<file path="src/rtl/accel_filter.sv">
// accel_filter: three-axis moving-average filter for accelerometer samples.
// One shared adder updates the X, Y and Z running sums on consecutive cycles,
// then all three averages are published together with a one-cycle out_valid.
// Optional feature macro: ACCEL_FILTER_BYPASS_EN adds a 'bypass' input that
// publishes the raw held samples instead of the averages, while the window
// history keeps updating so averaging resumes correctly when bypass drops.
module accel_filter #(
    parameter int LOG2_TAPS = 3,
    parameter int DATA_W    = 16
) (
    input  logic                 clk_clk,
    input  logic                 reset_reset,
`ifdef ACCEL_FILTER_BYPASS_EN
    input  logic                 bypass,
`endif
    input  logic                 in_valid,
    output logic                 in_ready,
    input  logic [DATA_W-1:0]    in_x,
    input  logic [DATA_W-1:0]    in_y,
    input  logic [DATA_W-1:0]    in_z,
    output logic [DATA_W-1:0]    filter_x,
    output logic [DATA_W-1:0]    filter_y,
    output logic [DATA_W-1:0]    filter_z,
    output logic                 out_valid,
    output logic [LOG2_TAPS:0]   sample_count
);

    localparam int TAPS  = 1 << LOG2_TAPS;
    localparam int SUM_W = DATA_W + LOG2_TAPS;
    localparam logic [LOG2_TAPS:0] COUNT_MAX = (LOG2_TAPS+1)'(TAPS);

    typedef enum logic [2:0] {
        IDLE,
        AX_X,
        AX_Y,
        AX_Z,
        PUBLISH
    } state_t;

    state_t                   state;
    logic [DATA_W-1:0]        hist_x [TAPS];
    logic [DATA_W-1:0]        hist_y [TAPS];
    logic [DATA_W-1:0]        hist_z [TAPS];
    logic signed [SUM_W-1:0]  sum_x, sum_y, sum_z;
    logic [DATA_W-1:0]        held_x, held_y, held_z;
    logic [LOG2_TAPS-1:0]     wptr;

    // Shared adder operands, selected by the axis currently being processed
    logic signed [SUM_W-1:0]  acc_old;
    logic signed [SUM_W-1:0]  acc_new;
    logic [DATA_W-1:0]        evict;
    logic [DATA_W-1:0]        fresh;

    // Sign-extend a sample to running-sum width
    function automatic logic signed [SUM_W-1:0] sext(input logic [DATA_W-1:0] v);
        return {{LOG2_TAPS{v[DATA_W-1]}}, v};
    endfunction

    // Window average: arithmetic shift floors toward -infinity, no rounding
    function automatic logic [DATA_W-1:0] window_avg(input logic signed [SUM_W-1:0] s);
        return DATA_W'(s >>> LOG2_TAPS);
    endfunction

    // Operand mux and shared adder: new sum = old sum - evicted entry + new sample
    always_comb begin
        // NOTE: every output of this block gets a default first, so states
        // that do not use the adder cannot leave a latch behind.
        acc_old = '0;
        evict   = '0;
        fresh   = '0;
        case (state)
            AX_X: begin
                acc_old = sum_x;
                evict   = hist_x[wptr];
                fresh   = held_x;
            end
            AX_Y: begin
                acc_old = sum_y;
                evict   = hist_y[wptr];
                fresh   = held_y;
            end
            AX_Z: begin
                acc_old = sum_z;
                evict   = hist_z[wptr];
                fresh   = held_z;
            end
            default: ;
        endcase
        acc_new = acc_old - sext(evict) + sext(fresh);
    end

    // Sequencer, window storage and registered outputs
    always_ff @(posedge clk_clk) begin
        if (reset_reset) begin
            state        <= IDLE;
            in_ready     <= 1'b1;
            out_valid    <= 1'b0;
            filter_x     <= '0;
            filter_y     <= '0;
            filter_z     <= '0;
            sample_count <= '0;
            wptr         <= '0;
            sum_x        <= '0;
            sum_y        <= '0;
            sum_z        <= '0;
            held_x       <= '0;
            held_y       <= '0;
            held_z       <= '0;
            // NOTE: the history is cleared on reset on purpose: warm-up relies
            // on unwritten entries being zero, so the evicted value is always
            // correct without a separate fill counter.
            for (int i = 0; i < TAPS; i++) begin
                hist_x[i] <= '0;
                hist_y[i] <= '0;
                hist_z[i] <= '0;
            end
        end else begin
            // NOTE: state is updated with non-blocking assignments so every
            // read in this block sees the value from before this edge.
            out_valid <= 1'b0;
            case (state)
                IDLE: begin
                    if (in_valid) begin
                        held_x   <= in_x;
                        held_y   <= in_y;
                        held_z   <= in_z;
                        in_ready <= 1'b0;
                        state    <= AX_X;
                    end
                end
                AX_X: begin
                    sum_x        <= acc_new;
                    hist_x[wptr] <= held_x;
                    state        <= AX_Y;
                end
                AX_Y: begin
                    sum_y        <= acc_new;
                    hist_y[wptr] <= held_y;
                    state        <= AX_Z;
                end
                AX_Z: begin
                    // Outputs are loaded on entry to PUBLISH so they are valid
                    // in the same cycle as the out_valid pulse; Z uses the
                    // adder result directly since sum_z updates on this edge.
                    sum_z        <= acc_new;
                    hist_z[wptr] <= held_z;
`ifdef ACCEL_FILTER_BYPASS_EN
                    if (bypass) begin
                        filter_x <= held_x;
                        filter_y <= held_y;
                        filter_z <= held_z;
                    end else begin
                        filter_x <= window_avg(sum_x);
                        filter_y <= window_avg(sum_y);
                        filter_z <= window_avg(acc_new);
                    end
`else
                    filter_x     <= window_avg(sum_x);
                    filter_y     <= window_avg(sum_y);
                    filter_z     <= window_avg(acc_new);
`endif
                    out_valid    <= 1'b1;
                    state        <= PUBLISH;
                end
                PUBLISH: begin
                    wptr <= wptr + 1'b1;
                    if (sample_count < COUNT_MAX) begin
                        sample_count <= sample_count + 1'b1;
                    end
                    in_ready <= 1'b1;
                    state    <= IDLE;
                end
                default: begin
                    in_ready <= 1'b1;
                    state    <= IDLE;
                end
            endcase
        end
    end

endmodule

</file>
<file path="config.mk">
export PLATFORM = sky130hd
export DESIGN_NAME = accel_filter
export DESIGN_NICKNAME = d
export VERILOG_FILES = /design/src/rtl/accel_filter.sv
export SDC_FILE = /design/constraint.sdc
export NUM_CORES = 1
export LEC_CHECK = 0
export CAP_MARGIN = 20
export CORE_UTILIZATION = 35
export CTS_CLUSTER_SIZE = 14
export DETAILED_ROUTE_END_ITERATION = 10
export PLACE_DENSITY = 0.55
export RECOVER_POWER = 100
export SKIP_CTS_REPAIR_TIMING = 1
export SLEW_MARGIN = 20
export SYNTH_ARGS = -nofsm -noshare
export SYNTH_HDL_FRONTEND = slang
export SYNTH_SLANG_ARGS = --single-unit
</file>
<file path="constraint.sdc">
create_clock -name clk_clk -period 7.24 [get_ports clk_clk]
set_clock_uncertainty 0.1 [all_clocks]
set_input_delay 2.172 -clock clk_clk [delete_from_list [all_inputs] [get_ports clk_clk]]
set_output_delay 2.172 -clock clk_clk [all_outputs]
set_load 0.05 [all_outputs]
</file>
Word-level counts from Yosys, hierarchy flattened
Memory sizes are Yosys's and may differ from the RTL's. A register that Yosys moved wholly into a read port is not among the register bits.
Cells that the tools add are included.
W data, S select, Z words.
- logic and storage cells: 69
- memories kept: 3
- input bits: 51
- register bits: 165
- output and inout bits: 54
- memory bits (writable): 384
- bitwise logic cells: 1
- add/subtract/negate cells: 4
- $lt $le $gt $ge: 1
- multiplexer cells: 33
- reductions and logical operators: 8
- eq/ne operators: 5
- memory list (name ; words ; bits a word ; rd ports ; clocked after Yosys merged registers in ; write ports ; RTL line ; source):
    hist_x ; 8 ; 16 ; 1 ; 1 ; 8 ; 41 ; logic [DATA_W-1:0] hist_x [TAPS];
    hist_y ; 8 ; 16 ; 1 ; 1 ; 8 ; 42 ; logic [DATA_W-1:0] hist_y [TAPS];
    hist_z ; 8 ; 16 ; 1 ; 1 ; 8 ; 43 ; logic [DATA_W-1:0] hist_z [TAPS];
- operators by type and width (kind ; number):
    $pmux W16 S3 ; 2
    $pmux W19 S3 ; 1
    $mux W16 ; 3
    $reduce_or A16 Y1 ; 3
    $mux W3 ; 10
    $add A19 B16 Y19 ; 1
    $sub A19 B16 Y19 ; 1
    $mux W1 ; 15
    $pmux W3 S4 ; 1
    $eq A3 B2 Y1 const B ; 2
    $reduce_and A2 Y1 ; 3
    $add A4 B1 Y4 const B ; 1
    $lt A4 B4 Y1 const B ; 1
    $add A3 B1 Y3 const B ; 1
    $eq A3 B1 Y1 const B ; 1
    $eq A3 B3 Y1 const B ; 1
    $logic_not A3 Y1 ; 1
    $reduce_or A3 Y1 ; 1
    $ne A2 B2 Y1 const B ; 1
    $pmux W1 S2 ; 1
    $not A1 Y1 ; 1

Logic depth before layout (Yosys ltp)
Gate-level depths: netlist (run 1).
- depth in word-level cells: 6
- gate-level depth with buffers: 19
- depth with buffers taken out: 16

Worst setup path before layout (run 1)
No wires, ideal clock.
- path kind: reg-to-reg
- start point: register (tool-made name)
- end point: register sum_y[17]
- clock period less this slack: 4.388 ns
- buffers on the path: 3
- data arrival time: 4.157 ns
- slack: 2.852 ns
- cell stages (with the launch flop): 19
- required time: 7.009 ns
- setup time: 0.131 ns
- cells stage by stage: dfxtp_1 -> clkbuf_1 -> clkbuf_1 -> buf_2 -> mux4_2 -> mux2i_1 -> o22a_1 -> o21ai_1 -> fa_1 -> inv_1 -> ha_1 -> a21oi_1 -> o21a_1 -> a2bb2oi_1 -> o211ai_1 -> a31o_2 -> a21oi_1 -> xor2_1 -> o21ai_0
- RTL lines (item ; RTL line ; source):
    end signal, assigned ; 137 ; sum_y <= acc_new;
    end, declared ; 44 ; logic signed [SUM_W-1:0] sum_x, sum_y, sum_z;

==> out/qor.txt, run 1 <==
Yosys cell types: 59
DRT iter0 DRCs: 1,326
Finished Cell Area: 28,780 um2
Number of flops mapped to enable cells by yosys: 384
Fmax: 170.1 MHz
Hold_ws: 0.3496 ns
Clk pwr share: 39.0%
Commonest non-fill, non-tap cells in the layout: edfxtp_1 (384), nand2_1 (277), and2_1 (215)
First-pass iteration count of the detailed router: 5
Failing checks: capacitance limit, slew limit
Layout fillers: 6,658
Reg power frac: 47.6%
Comb pwr share: 13.5%
Die H: 269.5 um
Flops & latches, synth: 536
Die X: 269.5 um
CP required: 7.66 ns
Minimum clock period: 5.877 ns
Max-slew headroom: -99.75%
Grt ovf: 0
Final worst path period share: 81.18%
CP arrival: 6.30 ns
Core area: 70,390 um2
WL/cell: 23.00 um
Commonest non-fill, non-tap cell in the layout: edfxtp_1
Share of layout cells above drive strength 1: 12.54%
Area of the mapped netlist: 25,040 um2
Initial antenna violation count: 1
Nets: 2,195
Capture instance of the worst register-to-register path: sum_z[18]$_SDFFE_PP0N_
Longest Clk Path Bufs: 3
Post-synthesis cell count: 2,045
Startpoint types: register
Detailed Place HPWL: 45,480 um
Routed vias: 15,920
All-Layer GR Usage: 19.56%
H-tree Lvls: 2
Final Routed Wirelength: 71,140 um
Predominant post-synthesis flop cell: edfxtp_1
First-pass GRT wire length: 105,700 um
Worst VDD drop: 0.0001892 V
GP Congestion: 0.8650
Status: finished with violations
Worst Tran Pin Value: 2.996 ns
Clk_lat worst skew: 0.62 ns
Critical path peak fanout: 37
Syn_nets: 2,135
I/O Buffers: 104
CP Class: reg2reg
Power Density: 260.9 nW/um2
Placed cell area: 27,020 um2
Final hold vios: 0
Hold Path Depth: 2
Synth Area per Inst: 12.25 um2
Synth Warn #: 0
Hold WC Path Type: reg2reg
Clock Tree Root: clkbuf_16
CTS Buf Count: 57
CP Capture Type: register
R2R setup slack: 1.36 ns
Initial Utilization: 35.58%
DRC Markers: 0
LEAKAGE: 0.009960 uW
Final Setup Violations: 0
Synthesis-to-finish area growth: 14.94%
Final ANT Viol Nets: 0
R2r worst-path depth: 16
Cell row count: 97
Worst hold endpoint: filter_y[15]$_SDFFE_PP0N_
Async S/R FF share, synth: 0%
RSZ-0062 raised after global routing: no
Ant diodes: 0
Clock sink count: 536
Register area share after synthesis: 58.20%
Vias in the first global route: 15,821
Max-cap violations: 24
Die area: 72,620 um2
Startpoint of the worst hold path: filter_y[15]$_SDFFE_PP0N_
Slew Limit Fails: 464
# IOs: 105
Sw Ratio: 26.76%
Clock-pin slew on the worst setup and hold paths: 0.06 ns
Internal: 5500 uW
CTS tree: built
Via density per instance: 5.147
Psw: 2009 uW
Maximum number of pins on one net before global-route repair: 81
Setup TNS Final: 0 ns
==> state kept, by name, summed over array words and instances, names as in the netlist, 3 cells and up, named ones only <==
register and count:
filter_y 16, held_y 16, sample_count 4, hist_z 128, filter_z 15, sum_x 19, state 3, sum_y 19
sum_z 4, held_x 16, hist_y 128, wptr 3, hist_x 128, filter_x 16, held_z 16
==> worst max path at each step <==
stage | end | cells past startpoint
final | sum_z[18]$_SDFFE_PP0N_ | 16
after global routing | sum_y[18]$_SDFFE_PP0N_ | 16
after CTS | sum_z[18]$_SDFFE_PP0N_ | 16
after detailed placement | sum_z[18]$_SDFFE_PP0N_ | 16
after global placement | sum_x[15]$_SDFFE_PP0N_ | 16
after floorplan | sum_y[17]$_SDFFE_PP0N_ | 18
==> through the flow <==
step	cells	total power [uW]	util (%)	worst slack, ns
6_report	3093	7509	40.89	1.363
5_1_grt	3093	7785	40.89	0.9354
4_1_cts	3093	7572	41.04	1.904
3_5_place_dp	2986	4653	38.39	1.938
3_3_place_gp	2986	4631	38.39	2.073
2_1_floorplan	2045	4277	-	2.852
==> synth_stat cells (2+ instances only) <==
library cell | number | area, um2
nor2_1 | 67 | 251.5
buf_4 | 17 | 127.6
a21oi_1 | 133 | 665.6
a31o_2 | 2 | 17.52
o21a_1 | 9 | 67.56
a21o_1 | 5 | 37.54
nor3_1 | 7 | 35.03
a22oi_1 | 20 | 150.1
fa_1 | 18 | 360.4
nand3_1 | 9 | 45.04
and2_1 | 388 | 2427
clkbuf_1 | 113 | 424.2
o21ai_1 | 14 | 70.07
mux2i_1 | 48 | 480.5
or3b_2 | 2 | 17.52
nand2_1 | 277 | 1040
edfxtp_1 | 384 | 11530
xor2_1 | 10 | 87.58
buf_2 | 12 | 60.06
o21ai_0 | 26 | 130.1
or2_2 | 42 | 262.8
nand2b_1 | 14 | 87.58
a211oi_1 | 11 | 82.58
xnor2_1 | 13 | 113.9
mux4_2 | 94 | 2117
o22a_1 | 14 | 122.6
inv_1 | 37 | 138.9
buf_1 | 5 | 18.77
dfxtp_1 | 152 | 3043
or2_1 | 2 | 12.51
mux2_2 | 35 | 394.1
o21bai_1 | 2 | 15.01
ha_1 | 21 | 262.8
nor2b_1 | 3 | 18.77
or3_1 | 3 | 18.77
nand3b_1 | 13 | 97.59
==> layer usage <==
metal / GRT usage, % / up-vias / wire length [um]
met3: 3.357 / 91 / 4097
met1: 26.18 / 8067 / 31070
met5: 0 / - / 0
li1: - / 7316 / -
met4: 5.562 / 0 / 1706
met2: 32.55 / 446 / 34270
==> layout make-up <==
class / instances / area, um2 / area share (%)
well taps: 940 / 1176 / 4.086
flip-flops and latches: 536 / 14580 / 50.66
inverters: 37 / 138.9 / 0.4825
clock buffers: 79 / 1610 / 5.594
multi-input cells: 1324 / 9706 / 33.72
clock inverters: 28 / 254.0 / 0.8824
repair buffers: 149 / 1316 / 4.573
==> critical path: stages, from the launching register on <==
cell and delay [ns]:
dfxtp_2 1.30, buf_4 0.50, mux4_2 0.55, mux2i_1 0.44, o22a_1 0.19, o21ai_0 0.10, fa_1 0.53, inv_1 0.05
ha_1 0.41, nand3_1 0.14, and2_0 0.19, nand3b_1 0.12, and2_0 0.26, a21oi_1 0.12, a21oi_1 0.18, xnor3_1 0.30
a211oi_1 0.25
==> power by group through the flow <==
stage | combinational [uW] | sequential (uW) | clock (uW)
floorplan | 716 | 3560 | 0
global placement | 1000 | 3630 | 0
detailed placement | 1020 | 3640 | 0
CTS | 1020 | 3570 | 2980
global route | 1100 | 3590 | 3090
finish | 1010 | 3570 | 2930
==> cell families after synthesis <==
| logic type | count (synthesis) | share of synthesized area (%) |
|---|---|---|
| AOI/OAI and AO/OA | 247 | 5.796 |
| muxes | 178 | 11.99 |
| buffers and inverters | 185 | 3.118 |
| DFF | 536 | 58.20 |
| and+or+nand+nor | 836 | 17.52 |
| xor gates and xnor gates | 24 | 0.8943 |
| adders and majority gates | 39 | 2.488 |
(Power assumes the default switching activity.)
==> run 2, diff against run 1 <==
clock period = 5.8 ns   (was 7.24 ns; I/O delays follow)
==> out/qor.txt, run 2 (synthesis gave the netlist of run 1 again) <==
Clock-pin slew on the worst setup and hold paths: 0.06 ns
Initial antenna violation count: 6
Detailed Place HPWL: 46,420 um
Sw Ratio: 26.71%
Clk_lat worst skew: 0.62 ns
Slowest Stage Delay on Critical Path: 1.34 ns
Power Density: 329.9 nW/um2
Die area: 72,620 um2
I/O Buffers: 104
Largest registers: hist_x x128, hist_y x128, hist_z x128
Final hold vios: 0
Synthesis-to-finish area growth: 15.48%
Worst Tran Pin Value: 2.581 ns
Final cell count without fillers: 3,098
Slew Limit Fails: 263
# IOs: 105
Worst VDD drop: 0.0002842 V
Max-slew headroom: -72.19%
Failing checks: capacitance limit, slew limit
Share of layout cells above drive strength 1: 12.52%
WL/cell: 23.30 um
Maximum number of pins on one net before global-route repair: 76
H-tree Lvls: 2
RSZ-0062 raised after global routing: no
First-pass GRT wire length: 107,400 um
DRT iter0 DRCs: 1,530
LEAKAGE: 0.01003 uW
CP Class: reg2reg
Final Setup Violations: 0
R2R setup slack: 0.49 ns
Fmax: 188.4 MHz
Setup TNS Final: 0 ns
Startpoint types: register
DRC Markers: 0
Layout fillers: 6,611
Vias in the first global route: 16,076
Longest Clk Path Bufs: 3
Max-cap violations: 14
First-pass iteration count of the detailed router: 5
Commonest non-fill, non-tap cells in the layout: edfxtp_1 (384), nand2_1 (277), and2_1 (210)
Final Routed Wirelength: 72,170 um
CTS Buf Count: 58
Slowest stage cell, crit path: or2_0
Psw: 2548 uW
Placed insts: 2,989
Clock sink count: 536
Final ANT Viol Nets: 0
Grt ovf: 0
Core area: 70,390 um2
Via density per instance: 5.196
CTS tree: built
All-Layer GR Usage: 19.78%
Hold WC Path Type: reg2reg
Hold_ws: 0.3517 ns
Routed vias: 16,096
Nets: 2,199
Status: finished with violations
Critical path peak fanout: 34
Commonest non-fill, non-tap cell in the layout: edfxtp_1
Worst path cell trace: or3b_1 -> clkbuf_1 -> or2_0 -> nor2_1 -> clkbuf_1 -> or2_0
Internal: 6993 uW
GP Congestion: 0.8730
Die H: 269.5 um
CP Capture Type: register
Minimum clock period: 5.308 ns
CP arrival: 5.42 ns
Clk pwr share: 39.8%
CP required: 5.91 ns
Final worst path period share: 91.52%
Die X: 269.5 um
Reg power frac: 46.7%
Cell row count: 97
Clock Tree Root: clkbuf_16
Initial Utilization: 35.58%
Comb pwr share: 13.5%
[run 2: path summary, 6_finish.rpt]
kind,start,end,depth (start not counted)
worst max-delay path,state[1]$_SDFFE_PP0P_,hist_y[5][15]$_SDFFCE_PN0P_,6
worst min-delay path,filter_x[3]$_SDFFE_PP0N_,filter_x[3]$_SDFFE_PP0N_,2
worst min register to register,filter_x[3]$_SDFFE_PP0N_,filter_x[3]$_SDFFE_PP0N_,2
worst max register to register,state[1]$_SDFFE_PP0P_,hist_y[5][15]$_SDFFCE_PN0P_,6
[run 2: metal layers]
layer  share of wire [%]  GRT usage [%]  vias to the layer above
met5                   0              0                        -
met4                 2.3          5.338                        0
met3                 5.8          2.743                       94
met2                  48          32.82                      522
met1                  44          27.08                     8162
li1                    -              -                     7318
[run 2: final cells by class]
class | count | area [um2] | share of cell area [%]
flip-flops and latches | 536 | 14590 | 50.43
diodes | 1 | 2.502 | 0.008653
repair buffers | 152 | 1380 | 4.772
inverters | 37 | 138.9 | 0.4802
multi-input cells | 1324 | 9688 | 33.50
clock buffers | 84 | 1690 | 5.845
well taps | 940 | 1176 | 4.067
clock inverters | 24 | 259.0 | 0.8956
[run 2: per-stage QoR]
| step | total power [uW] | worst slack, ns | cell area [um2] | util [%] |
|---|---|---|---|---|
| finish | 9541 | 0.4916 | 28920 | 41.08 |
| global route | 9881 | 0.2860 | 28920 | 41.08 |
| CTS | 9616 | 0.8883 | 29030 | 41.24 |
| detailed placement | 5832 | 0.9018 | 27080 | 38.47 |
| global placement | 5813 | 0.9051 | 27080 | 38.47 |
| floorplan | 5339 | 1.412 | 25040 | - |
[run 2: power groups by stage]
stage	registers, uW	clock network, uW	logic [uW]
2_1_floorplan	4450	0	893
3_3_place_gp	4530	0	1290
3_5_place_dp	4540	0	1300
4_1_cts	4450	3860	1300
5_1_grt	4480	3990	1410
6_report	4460	3790	1290
[run 2: worst max-delay path, delay by kind of cell (launching register included)]
kind | cells | cell delay [ns]
buffers and inverters | 2 | 1.24
DFF | 1 | 0.85
and+or+nand+nor | 4 | 2.68
